File: src/rtl/shift_arb_pkg.sv
// Shared types for the shift arbiter: bf16 operand layout,
// FSM states and the buffered result entry.
package shift_arb_pkg;

    localparam int ID_W = 8;

    typedef struct packed {
        logic       sign;
        logic [7:0] exp;
        logic [6:0] man;
    } bf16_t;

    typedef enum logic {
        IDLE  = 1'b0,
        BURST = 1'b1
    } state_t;

    typedef struct packed {
        bf16_t           data;
        logic [ID_W-1:0] id;
        logic            last;
    } res_entry_t;

    function automatic int idx_w(int n);
        return (n > 1) ? $clog2(n) : 1;
    endfunction

endpackage

File: src/rtl/rr_arbiter.sv
// Round-robin pick: first asserted request at or after ptr,
// returned both one-hot and as an index.
module rr_arbiter
    import shift_arb_pkg::*;
#(
    parameter  int NUM_REQ = 2,
    localparam int IW      = idx_w(NUM_REQ)
) (
    input  logic [NUM_REQ-1:0] req,
    input  logic [IW-1:0]      ptr,
    output logic [NUM_REQ-1:0] grant,
    output logic [IW-1:0]      grant_idx
);

    int j;

    // Rotating priority search starting at ptr
    always_comb begin
        grant     = '0;
        grant_idx = '0;
        j         = 0;
        for (int i = 0; i < NUM_REQ; i++) begin
            j = int'(ptr) + i;
            if (j >= NUM_REQ) j = j - NUM_REQ;
            if (grant == '0 && req[j]) begin
                grant[j]  = 1'b1;
                grant_idx = IW'(j);
            end
        end
    end

endmodule

File: src/rtl/rshift.sv
// bf16 scale by 2^-shift: exponent arithmetic only.
// Zero/denormal flush to signed zero, inf/nan pass, overflow -> inf.
module rshift
    import shift_arb_pkg::*;
(
    input  bf16_t             a,
    input  logic signed [7:0] shift,
    output bf16_t             y
);

    logic signed [9:0] e;

    // Adjust exponent and saturate at both ends
    always_comb begin
        y = a;
        e = $signed({2'b00, a.exp}) - $signed({{2{shift[7]}}, shift});
        if (a.exp == 8'h00) begin
            y = '{sign: a.sign, exp: 8'h00, man: 7'h00};
        end else if (a.exp == 8'hFF) begin
            y = a;
        end else if (e <= 0) begin
            y = '{sign: a.sign, exp: 8'h00, man: 7'h00};
        end else if (e >= 255) begin
            y = '{sign: a.sign, exp: 8'hFF, man: 7'h00};
        end else begin
            y.exp = e[7:0];
        end
    end

endmodule

File: src/rtl/shift_arbiter.sv
// Burst-locked round-robin arbiter over one shared bf16 rshift unit.
// Optional SHIFT_ARBITER_PERF_EN adds transfer/stall counters.
module shift_arbiter
    import shift_arb_pkg::*;
#(
    parameter  int NUM_REQ    = 2,
    parameter  int FIFO_DEPTH = 2,
    localparam int IW         = idx_w(NUM_REQ),
    localparam int AW         = idx_w(FIFO_DEPTH)
) (
    input  logic                     clk,
    input  logic                     rst_n,
    input  logic [NUM_REQ-1:0]       req_valid,
    output logic [NUM_REQ-1:0]       req_ready,
    input  logic [NUM_REQ-1:0][15:0] req_data,
    input  logic [NUM_REQ-1:0][7:0]  req_shift,
    input  logic [NUM_REQ-1:0]       req_last,
    output logic                     res_valid,
    input  logic                     res_ready,
    output logic [15:0]              res_data,
    output logic [IW-1:0]            res_id,
    output logic                     res_last,
    output logic                     busy
`ifdef SHIFT_ARBITER_PERF_EN
    ,
    output logic [31:0]              perf_elems,
    output logic [31:0]              perf_stall
`endif
);

    state_t            state, state_nx;
    logic [IW-1:0]     g, g_nx;
    logic [IW-1:0]     ptr, ptr_nx;
    logic [NUM_REQ-1:0] gnt_oh;
    logic [IW-1:0]     gnt_idx;
    bf16_t             sh_out;

    res_entry_t        mem [FIFO_DEPTH];
    res_entry_t        head;
    logic [AW-1:0]     wr_ptr, rd_ptr;
    logic [AW:0]       count;
    logic              full, empty, xfer, pop;

    rr_arbiter #(.NUM_REQ(NUM_REQ)) u_rr (
        .req       (req_valid),
        .ptr       (ptr),
        .grant     (gnt_oh),
        .grant_idx (gnt_idx)
    );

    rshift u_rshift (
        .a     (req_data[g]),
        .shift (req_shift[g]),
        .y     (sh_out)
    );

    assign full  = count == (AW+1)'(FIFO_DEPTH);
    assign empty = count == '0;
    assign head  = mem[rd_ptr];
    assign xfer  = state == BURST && req_valid[g] && req_ready[g];
    assign pop   = !empty && res_ready;

    // Only the lock holder may push; a full FIFO accepts if it drains
    always_comb begin
        req_ready = '0;
        if (state == BURST) req_ready[g] = !full || res_ready;
    end

    // Grant in IDLE, hold lock until the last element transfers
    always_comb begin
        state_nx = state;
        g_nx     = g;
        ptr_nx   = ptr;
        unique case (state)
            IDLE: begin
                if (|gnt_oh) begin
                    g_nx     = gnt_idx;
                    state_nx = BURST;
                end
            end
            BURST: begin
                if (xfer && req_last[g]) begin
                    state_nx = IDLE;
                    ptr_nx   = (g == IW'(NUM_REQ - 1)) ? '0 : g + 1'b1;
                end
            end
            default: state_nx = IDLE;
        endcase
    end

    // FSM, grant and round-robin pointer registers
    always_ff @(posedge clk or negedge rst_n) begin
        if (!rst_n) begin
            state <= IDLE;
            g     <= '0;
            ptr   <= '0;
        end else begin
            state <= state_nx;
            g     <= g_nx;
            ptr   <= ptr_nx;
        end
    end

    // Result storage; contents are masked at the output while empty
    always_ff @(posedge clk) begin
        if (xfer) begin
            mem[wr_ptr] <= '{data: sh_out, id: ID_W'(g), last: req_last[g]};
        end
    end

    // FIFO pointers and occupancy
    always_ff @(posedge clk or negedge rst_n) begin
        if (!rst_n) begin
            wr_ptr <= '0;
            rd_ptr <= '0;
            count  <= '0;
        end else begin
            if (xfer) wr_ptr <= wr_ptr + 1'b1;
            if (pop)  rd_ptr <= rd_ptr + 1'b1;
            count <= count + (AW+1)'(xfer) - (AW+1)'(pop);
        end
    end

    assign res_valid = !empty;
    assign res_data  = empty ? 16'h0000 : head.data;
    assign res_id    = empty ? '0 : IW'(head.id);
    assign res_last  = !empty && head.last;
    assign busy      = state != IDLE || !empty;

`ifdef SHIFT_ARBITER_PERF_EN
    // Free-running transfer and output-stall counters
    always_ff @(posedge clk or negedge rst_n) begin
        if (!rst_n) begin
            perf_elems <= '0;
            perf_stall <= '0;
        end else begin
            perf_elems <= perf_elems + 32'(xfer);
            perf_stall <= perf_stall + 32'(res_valid && !res_ready);
        end
    end
`endif

endmodule
File: config.mk
export PLATFORM = sky130hd
export DESIGN_NAME = shift_arbiter
export DESIGN_NICKNAME = d
export VERILOG_FILES = /design/src/rtl/shift_arb_pkg.sv /design/src/rtl/rr_arbiter.sv /design/src/rtl/rshift.sv /design/src/rtl/shift_arbiter.sv
export SDC_FILE = /design/constraint.sdc
export NUM_CORES = 1
export LEC_CHECK = 0
export BUFFER_PORTS_ARGS = -buffer_cell sky130_fd_sc_hd__buf_2
export CORE_ASPECT_RATIO = 0.5
export CORE_UTILIZATION = 57
export DETAILED_ROUTE_END_ITERATION = 6
export PLACE_DENSITY = 0.89
export SYNTH_ARGS = -nofsm -noshare
export SYNTH_HDL_FRONTEND = slang
export SYNTH_SLANG_ARGS = --single-unit
File: constraint.sdc
create_clock -name clk -period 7.3 [get_ports clk]
set_input_delay 1.095 -clock clk [delete_from_list [all_inputs] [get_ports clk]]
set_output_delay 1.095 -clock clk [all_outputs]
set_load 0.05 [all_outputs]
==> impl_metrics.tcl, run 1 <==
set metrics [dict create \
    rsz0062_at_grt "false" \
    drt_wl_total_mm 6.91 \
    clk_pin_slew_ns 0.08 \
    synthFlopType "edfxtp_1" \
    synth-edff-count 36 \
    final_common_cell "buf_2" \
    die_area_um2 5240 \
    ys.warnings.count 0 \
    final_layout_size_suffix_gt1_share_pct 30.8 \
    grt_first_pass_wirelength_mm 10.8 \
    reg2reg_depth 9 \
    syn_nets 337 \
    syn_inst 270 \
    drv_slew 0 \
    r2r_start "g$_DFFE_PN0P_" \
    period_minus_slack_ns 4.46 \
    hold_buffers 0 \
    initial_utilization_pct 61.5 \
    antenna_cells 0 \
    grt_max_degree 22 \
    synth.largest_area_cell "edfxtp_1" \
    worstPathArrival_ns 4.53 \
    hold_class "flop to flop" \
    nets 410 \
    dpl_worst_slack_ns 3.06 \
    slowest_stage "xnor2_1" \
    worst-path-buf-inv 1 \
    status "complete, no violations" \
    min_period_over_period_pct 61.1 \
    path_class "flop to flop" \
    endpoint "mem[1][7]$_DFFE_PP_" \
    setup_viol 0 \
    cts_buffers 5 \
    placed_area_um2 3240 \
    grt_pass1_vias 2221 \
    final_hold_viol_count 0 \
    cp.depth 9 \
    grt-ovfl-total 0 \
    die_x_um 101 \
    ys_ff_latch 43 \
    ys_types 47 \
    gp_congestion 0.822 \
    synth-async-reset-ratio_pct 16.3 \
    firstDrtPassIters 5 \
    cts.root.buffer_cell "clkbuf_8" \
    yosysTopAreaCellShare_pct 38.4 \
    cts_tree "built" \
    drt-wirelength-per-cell_um 16.8 \
    die_y_um 51.7 \
    first_iter_violations 210 \
    crit_path_start_kind "flop" \
    viasPerCell 6.01 \
    num_rows 17 \
    fin_area_um2 3320 \
    crit_start "g$_DFFE_PN0P_" \
    r2r_end "mem[1][7]$_DFFE_PP_" \
    r2r_setup_slack_ns 2.84 \
    critical-path-max-stage-delay_ns 0.90 \
    worstPathCellList "buf_4 > mux2_2 > ha_1 > a21o_1 > a221o_1 > a21o_1 > xnor2_1 > o211ai_1 > o31ai_1" \
    max_freq_mhz 224 \
    required_ns 7.37 \
    io_pins 77 \
    grt_use_total_pct 27.6 \
    ant_nets 0 \
    antenna_found_initial 0 \
    port_buffers 76 \
    drc 0 \
    avgSynthCellArea_um2 10.4 \
    cts_sinks 43 \
    crit_fanout 20 \
    synth_area_um2 2810 \
    clk_latency_ns 0.30 \
    final.setup.worst_slack_ns 2.84 \
    htree_levels 2 \
    fin_tns_setup_ns 0 \
    max_slew_margin_pct 14.5 \
    areaGrowthSynthToFinish_pct 18.1 \
    clk_path_buf_depth 2 \
    dr_total_vias 2463 \
    cts_resized 0 \
    synthTopCellsByArea "edfxtp_1, mux2i_1, mux2_2, dfrtp_1, ha_1" \
    critPathTopFamily "compound AO/OA/AOI/OAI gates" \
    coreArea_um2 4570 \
    end_kind "flop" \
    maxCapViolations 0 \
    cts_setup_buffers 0 \
    cp_common_cell "a21o_1" \
    dp_hpwl_mm 5.00 \
    finClkSkew_ns 0.00629 \
    mostFrequentLayoutCells "buf_2, edfxtp_1, nor2_1, mux2i_1, nand2_1" \
    worstMarginPinSlew_ns 1.28 \
    synth_seq_area_share_pct 44.6 \
]
## cell usage after synthesis, types with 6 or more instances
cell type and count:
a21oi_1 16, clkbuf_1 6, dfrtp_1 7, edfxtp_1 36
ha_1 11, inv_1 10, mux2_2 16, mux2i_1 27
nand2_1 24, nor2_1 31, nor3_1 7, o211ai_1 9
o31ai_1 7
## cell families (layout without fill, tap and decap cells)
logic type / Yosys count / count (layout) / share of synthesized area, %
simple gates: 89 / 89 / 15.2
compound gates: 52 / 52 / 12.5
mux: 43 / 43 / 16.0
flops: 43 / 43 / 44.6
buf+inv: 23 / 97 / 3.56
fa+ha+maj: 12 / 12 / 5.60
xor+xnor: 8 / 8 / 2.49
## metrics by stage
step | utilization, % | hold slack [ns] | instances
5_1_grt | 72.6 | 0.535 | 410
2_1_floorplan | - | 0.437 | 270
3_5_place_dp | 70.8 | 0.483 | 402
3_3_place_gp | 70.8 | 0.473 | 402
6_report | 72.6 | 0.499 | 410
4_1_cts | 72.6 | 0.499 | 410
## how the worst min path moves through the flow
stage                          startpoint                  end  slack, ns  cells after the start
after floorplan             g$_DFFE_PN0P_  mem[0][1]$_DFFE_PP_       0.44                      0
after global placement    ptr$_DFFE_PN0P_      ptr$_DFFE_PN0P_       0.47                      1
after detailed placement  ptr$_DFFE_PN0P_      ptr$_DFFE_PN0P_       0.48                      1
after CTS                 ptr$_DFFE_PN0P_      ptr$_DFFE_PN0P_       0.50                      1
after global routing      ptr$_DFFE_PN0P_      ptr$_DFFE_PN0P_       0.53                      1
final                     ptr$_DFFE_PN0P_      ptr$_DFFE_PN0P_       0.50                      1
## area by class of cell
class / count / area, um^2
multi-input combinational: 204 / 1460
sequential: 43 / 1260
fill: 330 / 1250
timing repair buffer: 79 / 403
tap: 66 / 82.6
clock buffer: 6 / 72.6
inverter: 10 / 37.5
clock inverter: 2 / 12.5
## worst reg2reg max path, delay by kind of cell (launching register included)
kind	cells	cell delay [ns]
AO/OA/AOI/OAI	5	1.36
XOR/XNOR	1	0.90
flip-flops	1	0.77
adder cells (fa/ha/maj)	1	0.42
buffers and inverters	1	0.40
multiplexers	1	0.40
## metal layers
layer	GRT usage (%)	part of all wire (%)
met1	35.6	42
met3	4.30	7.5
met2	48.2	49
met5	0	0
met4	9.90	1.8
## registers in the layout, summed over array words and instances (netlist names)
signal,count
count,2
g,1
mem,36
ptr,1
rd_ptr,1
state,1
wr_ptr,1
Power of run 1 is left out: the tool's default activity adds up to more than one toggle a clock period on the data nets, which glitch-free logic cannot reach.
==> run 2, diff against run 1 <==
--- a/config.mk
+++ b/config.mk
@@ -5,11 +5,12 @@
 export SDC_FILE = /design/constraint.sdc
 export NUM_CORES = 1
 export LEC_CHECK = 0
+export ABC_AREA = 1
 export BUFFER_PORTS_ARGS = -buffer_cell sky130_fd_sc_hd__buf_2
 export CORE_ASPECT_RATIO = 0.5
-export CORE_UTILIZATION = 57
+export CORE_UTILIZATION = 48
 export DETAILED_ROUTE_END_ITERATION = 6
-export PLACE_DENSITY = 0.89
+export PLACE_DENSITY = 0.8
 export SYNTH_ARGS = -nofsm -noshare
 export SYNTH_HDL_FRONTEND = slang
 export SYNTH_SLANG_ARGS = --single-unit
==> constraint.sdc (replaced) <==
create_clock -name clk -period 3.9 [get_ports clk]
set_input_delay 0.585 -clock clk [delete_from_list [all_inputs] [get_ports clk]]
set_output_delay 0.585 -clock clk [all_outputs]
set_load 0.05 [all_outputs]
==> run 2 against run 1 <==
Against the previous run: the run now ends with design-rule violations left; flip-flop and latch count unchanged; utilization is 11 points lower; critical path depth increased by 5; cell area increased by 4.8%; synthesized cell count increased by 30%; critical path type unchanged.
==> impl_metrics.tcl, run 2 <==
set metrics [dict create \
    ys_top_cells_by_count "nand2_1, edfxtp_1, a21oi_1, inv_1, nor2_1" \
    cts_sinks 43 \
    initial_utilization_pct 51.3 \
    finalNonFillerCells 501 \
    finClkSkew_ns 0.00342 \
    first_iter_violations 153 \
    ant_nets 0 \
    crit_fanout 16 \
    cts_tree "built" \
    die_area_um2 6380 \
    worstPathCellList "buf_4 > mux2i_1 > inv_1 > ha_1 > nand2_1 > nand2_1 > nand2_1 > nand2_1 > nand2_1 > nand4_1 > o21ai_0 > nand2_2 > nand4_2 > a21oi_1" \
    path_class "flop to flop" \
    cts.root.buffer_cell "clkbuf_16" \
    fillers 518 \
    final_layout_size_suffix_gt1_share_pct 29.0 \
    synth.largest_area_cell "edfxtp_1" \
    fin_tns_setup_ns 0 \
    htree_levels 2 \
    io_pins 77 \
    cts_setup_buffers 0 \
    firstDrtPassIters 7 \
    clk_pin_slew_ns 0.05 \
    cts_resized 0 \
    seqCellArea_um2 1260 \
    max_slew_margin_pct 63.0 \
    yosysTopAreaCellShare_pct 37.3 \
    required_ns 3.89 \
    syn_nets 417 \
    r2r_end "mem[1][5]$_DFFE_PP_" \
    hold_class "input port to asynchronous set/reset pin" \
    clk_latency_ns 0.27 \
    port_buffers 76 \
    clk_path_buf_depth 2 \
    antenna_found_initial 0 \
    max_freq_mhz 302 \
    synthTopCellsByArea "edfxtp_1, nand2_1, dfrtp_1, a21oi_1, ha_1" \
    drc 3 \
    reg2reg_depth 14 \
    status "complete, but fails checks" \
    cp_common_cell "nand2_1" \
    drv_slew 0 \
    setup_viol 0 \
    top_regs "mem: 36 flops, count: 2 flops" \
    die_y_um 57.0 \
    grt_use_total_pct 21.7 \
    ys_ff_latch 43 \
    synthFlopType "edfxtp_1" \
    synth_area_um2 2900 \
    grt_first_pass_wirelength_mm 10.9 \
    dr_total_vias 2556 \
    largest_reg_flops 36 \
    worstMarginPinSlew_ns 0.554 \
    rsz0062_at_grt "false" \
    areaGrowthSynthToFinish_pct 20.0 \
    syn_inst 350 \
    slowest_stage "dfrtp_1" \
    r2r_setup_slack_ns 0.59 \
    r2r_start "g$_DFFE_PN0P_" \
    maxCapViolations 0 \
    end_kind "flop" \
    crit_start "g$_DFFE_PN0P_" \
    ys_types 41 \
    largest_register "mem" \
    multiInputGateArea_um2 1440 \
    drt-wirelength-per-cell_um 13.0 \
    viasPerCell 5.10 \
    grt_max_degree 22 \
    synth_seq_area_share_pct 43.3 \
    endpoint "mem[1][5]$_DFFE_PP_" \
    die_x_um 112 \
    gp_congestion 0.929 \
    avgSynthCellArea_um2 8.29 \
    cts_buffers 5 \
    final_common_cell "nand2_1" \
    coreArea_um2 5660 \
    mostFrequentLayoutCells "nand2_1, buf_2, edfxtp_1, a21oi_1, inv_1" \
    worstPathArrival_ns 3.31 \
    antenna_cells 0 \
    period_minus_slack_ns 3.31 \
    final_hold_viol_count 0 \
    synth-async-reset-ratio_pct 16.3 \
    synth-edff-count 36 \
    hold_buffers 0 \
    synth_most_common_cell "nand2_1" \
    dp_hpwl_mm 5.07 \
    crit_path_start_kind "flop" \
    drt_wl_total_mm 6.53 \
    min_period_over_period_pct 85.0 \
    grt-ovfl-total 0 \
    grt_pass1_vias 2440 \
    violations "design-rule violations" \
    num_rows 19 \
    ys.warnings.count 0 \
    dpl.cell_count 493 \
    critical-path-max-stage-delay_ns 0.64 \
    nets 494 \
]
run 2: cell count changes after synthesis, sizes merged, moves of 4 or more:
cell / change
a21oi: +21
or2: +14
nand3: +15
mux2: -16
nand2b: -4
o21ai: +6
inv: +24
a211oi: -4
nor3: -6
o31ai: -7
nor2: -11
nand2: +92
and3: -5
mux2i: -20
run 2: critical path, delay by kind of cell (launching register included):
family          cells  cell delay (ns)
compound gates      2             0.49
mux                 1             0.20
flops               1             0.64
simple gates        8             0.85
fa+ha+maj           1             0.40
buf+inv             2             0.43
run 2: logic make-up after synthesis:
kind of cell | after synthesis | share of synthesized area, %
flip-flops | 43 | 43.3
XOR/XNOR | 5 | 1.51
AND/OR/NAND/NOR | 178 | 27.8
buffers and inverters | 47 | 7.20
adder cells (fa/ha/maj) | 12 | 5.43
AO/OA/AOI/OAI | 58 | 12.3
multiplexers | 7 | 2.41
run 2: layout make-up:
class	count	area share, %
clock inverter	1	0.144
clock buffer	7	3.81
multi-input combinational	260	41.3
inverter	36	4.10
tap	73	2.62
sequential	43	36.1
timing repair buffer	81	12.0
run 2: worst min path at each step:
| stage | startpoint | endpoint | slack [ns] |
|---|---|---|---|
| 2_1_floorplan | rst_n | count[0]$_DFF_PN0_ | 0.29 |
| 3_3_place_gp | rst_n | g$_DFFE_PN0P_ | 0.43 |
| 3_5_place_dp | rst_n | g$_DFFE_PN0P_ | 0.43 |
| 4_1_cts | rst_n | rd_ptr$_DFFE_PN0P_ | 0.13 |
| 5_1_grt | rst_n | count[1]$_DFF_PN0_ | 0.14 |
| 6_report | rst_n | count[1]$_DFF_PN0_ | 0.13 |
run 2: per-layer routing:
metal	GRT usage, %	up-vias	routed length, um	part of all wire (%)
met5	0	-	0	0
met2	39.4	75	3080	47
met3	2.98	4	341	5.2
met4	4.76	0	29	0.44
li1	-	1318	-	-
met1	28.3	1159	3080	47
run 2: metrics by stage:
| stage | setup slack, ns | util (%) | cell area, um^2 | hold slack, ns |
|---|---|---|---|---|
| floorplan | 0.834 | - | 2900 | 0.289 |
| global placement | 0.717 | 59.1 | 3340 | 0.428 |
| detailed placement | 0.607 | 59.1 | 3340 | 0.426 |
| CTS | 0.595 | 61.5 | 3480 | 0.133 |
| global route | 0.324 | 61.5 | 3480 | 0.141 |
| finish | 0.586 | 61.5 | 3480 | 0.134 |
Power of run 2 is left out for the same reason.
==> run 3, diff against run 2 <==
==> constraint.sdc (replaced) <==
create_clock -name clk -period 2.9 [get_ports clk]
set_input_delay 0.435 -clock clk [delete_from_list [all_inputs] [get_ports clk]]
set_output_delay 0.435 -clock clk [all_outputs]
set_load 0.05 [all_outputs]
==> run 3 against run 2 <==
Against the previous run: the flow still finishes with violations (design-rule violations); first-iteration DRC count rose by 4.6%; non-clock buffer count rose by 16; clock skew rose by 0.0011 ns; utilization rose by 6.0 points; die area did not move; critical path depth fell by 1; register-to-register slack got worse by 0.51 ns; count of clock-buffer cells in the layout fell by 2; maximum frequency rose by 17%; hold slack improved by 0.34 ns; flip-flop and latch count did not move; highest routed layer unchanged; critical path type unchanged; sequential share of layout area fell by 3.2 points.
==> impl_metrics.tcl, run 3 (synthesis gave the netlist of run 2 again) <==
set metrics [dict create \
    die_x_um 112 \
    grt_use_total_pct 21.7 \
    drc 4 \
    gp_congestion 0.910 \
    drt_wl_total_mm 7.11 \
    max_slew_margin_pct 54.6 \
    grt_pass1_vias 2385 \
    path_class "flop to flop" \
    cts_buffers 5 \
    setup_viol 0 \
    ant_nets 0 \
    viasPerCell 5.19 \
    grt-ovfl-total 0 \
    antenna_found_initial 0 \
    worstMarginPinSlew_ns 0.680 \
    min_period_over_period_pct 97.3 \
    cts_sinks 43 \
    top_regs "mem: 36 flops, count: 2 flops" \
    cts_tree "built" \
    largest_reg_flops 36 \
    coreArea_um2 5660 \
    seqCellArea_um2 1260 \
    period_minus_slack_ns 2.82 \
    placed_area_um2 3430 \
    areaGrowthSynthToFinish_pct 31.7 \
    crit_path_start_kind "flop" \
    nets 510 \
    die_y_um 57.0 \
    max_freq_mhz 354 \
    final.setup.worst_slack_ns 0.0770 \
    drt-wirelength-per-cell_um 13.7 \
    first_iter_violations 160 \
    finClkSkew_ns 0.00454 \
    htree_levels 2 \
    fin_area_um2 3820 \
    dpl_worst_slack_ns 0.00145 \
    final_layout_size_suffix_gt1_share_pct 38.5 \
    clk_path_buf_depth 2 \
    initial_utilization_pct 51.3 \
    hold_class "input port to flop" \
    drv_slew 0 \
    grt_max_degree 20 \
    status "complete, but fails checks" \
    rsz0062_at_grt "true" \
    worstPathArrival_ns 2.83 \
    grt_first_pass_wirelength_mm 10.9 \
    antenna_cells 0 \
    clk_pin_slew_ns 0.06 \
    maxCapViolations 0 \
    mostFrequentLayoutCells "nand2_1, buf_2, edfxtp_1, inv_1, a21oi_1" \
    required_ns 2.91 \
    crit_fanout 7 \
    fillers 437 \
    die_area_um2 6380 \
    final_hold_viol_count 0 \
    num_rows 19 \
    violations "design-rule violations" \
    multiInputGateArea_um2 1620 \
    firstDrtPassIters 6 \
    cts.root.buffer_cell "clkbuf_16" \
    io_pins 77 \
    final_common_cell "nand2_1" \
    dp_hpwl_mm 5.11 \
    largest_register "mem" \
    dr_total_vias 2681 \
    end_kind "flop" \
    port_buffers 76 \
    clk_latency_ns 0.28 \
]
run 3: cell count changes in the layout (fill, tap and decap cells not counted), moves of 3 or more:
cell     previous run  this run
ha_1               11         5
ha_4                0         6
a21oi_2             5        15
o21ai_2             3         6
nand2_1           111       108
a21oi_1            32        22
buf_4               5        17
run 3: layout make-up:
class | count | area share [%]
flip-flops and latches | 43 | 32.9
inverters | 36 | 3.73
clock buffers | 5 | 3.27
multi-input cells | 260 | 42.3
well taps | 73 | 2.39
repair buffers | 97 | 15.0
clock inverters | 3 | 0.393
run 3: worst max-delay path, cell delays in order (launching register included):
cell	delay [ns]
dfrtp_2	0.49
buf_6	0.15
mux2i_4	0.24
ha_4	0.16
fa_2	0.43
or2_4	0.23
nor2_1	0.09
nand3_1	0.08
nor2_1	0.10
nand2_1	0.07
nor2_2	0.13
nand2_4	0.10
nand4_4	0.19
a21oi_2	0.09
run 3: final timing paths:
kind / to / slack (ns) / depth (start not counted) / startpoint
setup / recovery: mem[0][3]$_DFFE_PP_ / 0.08 / 13 / g$_DFFE_PN0P_
hold / removal: state$_DFF_PN0_ / 0.47 / 3 / req_valid[0]
setup reg to reg: mem[0][3]$_DFFE_PP_ / 0.08 / 13 / g$_DFFE_PN0P_
hold reg to reg: count[0]$_DFF_PN0_ / 0.54 / 1 / count[0]$_DFF_PN0_
max in group asynchronous: g$_DFFE_PN0P_ / 2.18 / 2 / rst_n
min in group asynchronous: ptr$_DFFE_PN0P_ / 0.53 / 2 / rst_n
run 3: through the flow:
stage / hold slack, ns / setup TNS (ns) / utilization (%) / cells
after floorplan: 0.139 / -2.52 / - / 350
after global placement: 0.285 / 0 / 60.7 / 505
after detailed placement: 0.285 / 0 / 60.7 / 505
after CTS: 0.456 / 0 / 63.4 / 514
after global routing: 0.487 / -1.57 / 67.6 / 517
final: 0.473 / 0 / 67.6 / 517
run 3: metal layers:
metal	track usage [%]	part of all wire, %	vias up
met1	29.2	43	1211
met4	5.90	1.6	0
met3	2.87	7.0	14
met5	0	0	-
li1	-	-	1351
met2	37.9	48	105
run 3: timing repair:
| action | in CTS | in global routing |
|---|---|---|
| resized for setup | 2 | 41 |
| endpoints found under the hold margin | 7 | 0 |
| buffers inserted | 0 | 2 |
| pin swaps | 0 | 9 |
| cloned | 0 | 1 |
| setup endpoints to repair | 14 | 30 |
| hold buffers | 1 | 0 |
Power of run 3 is left out for the same reason.
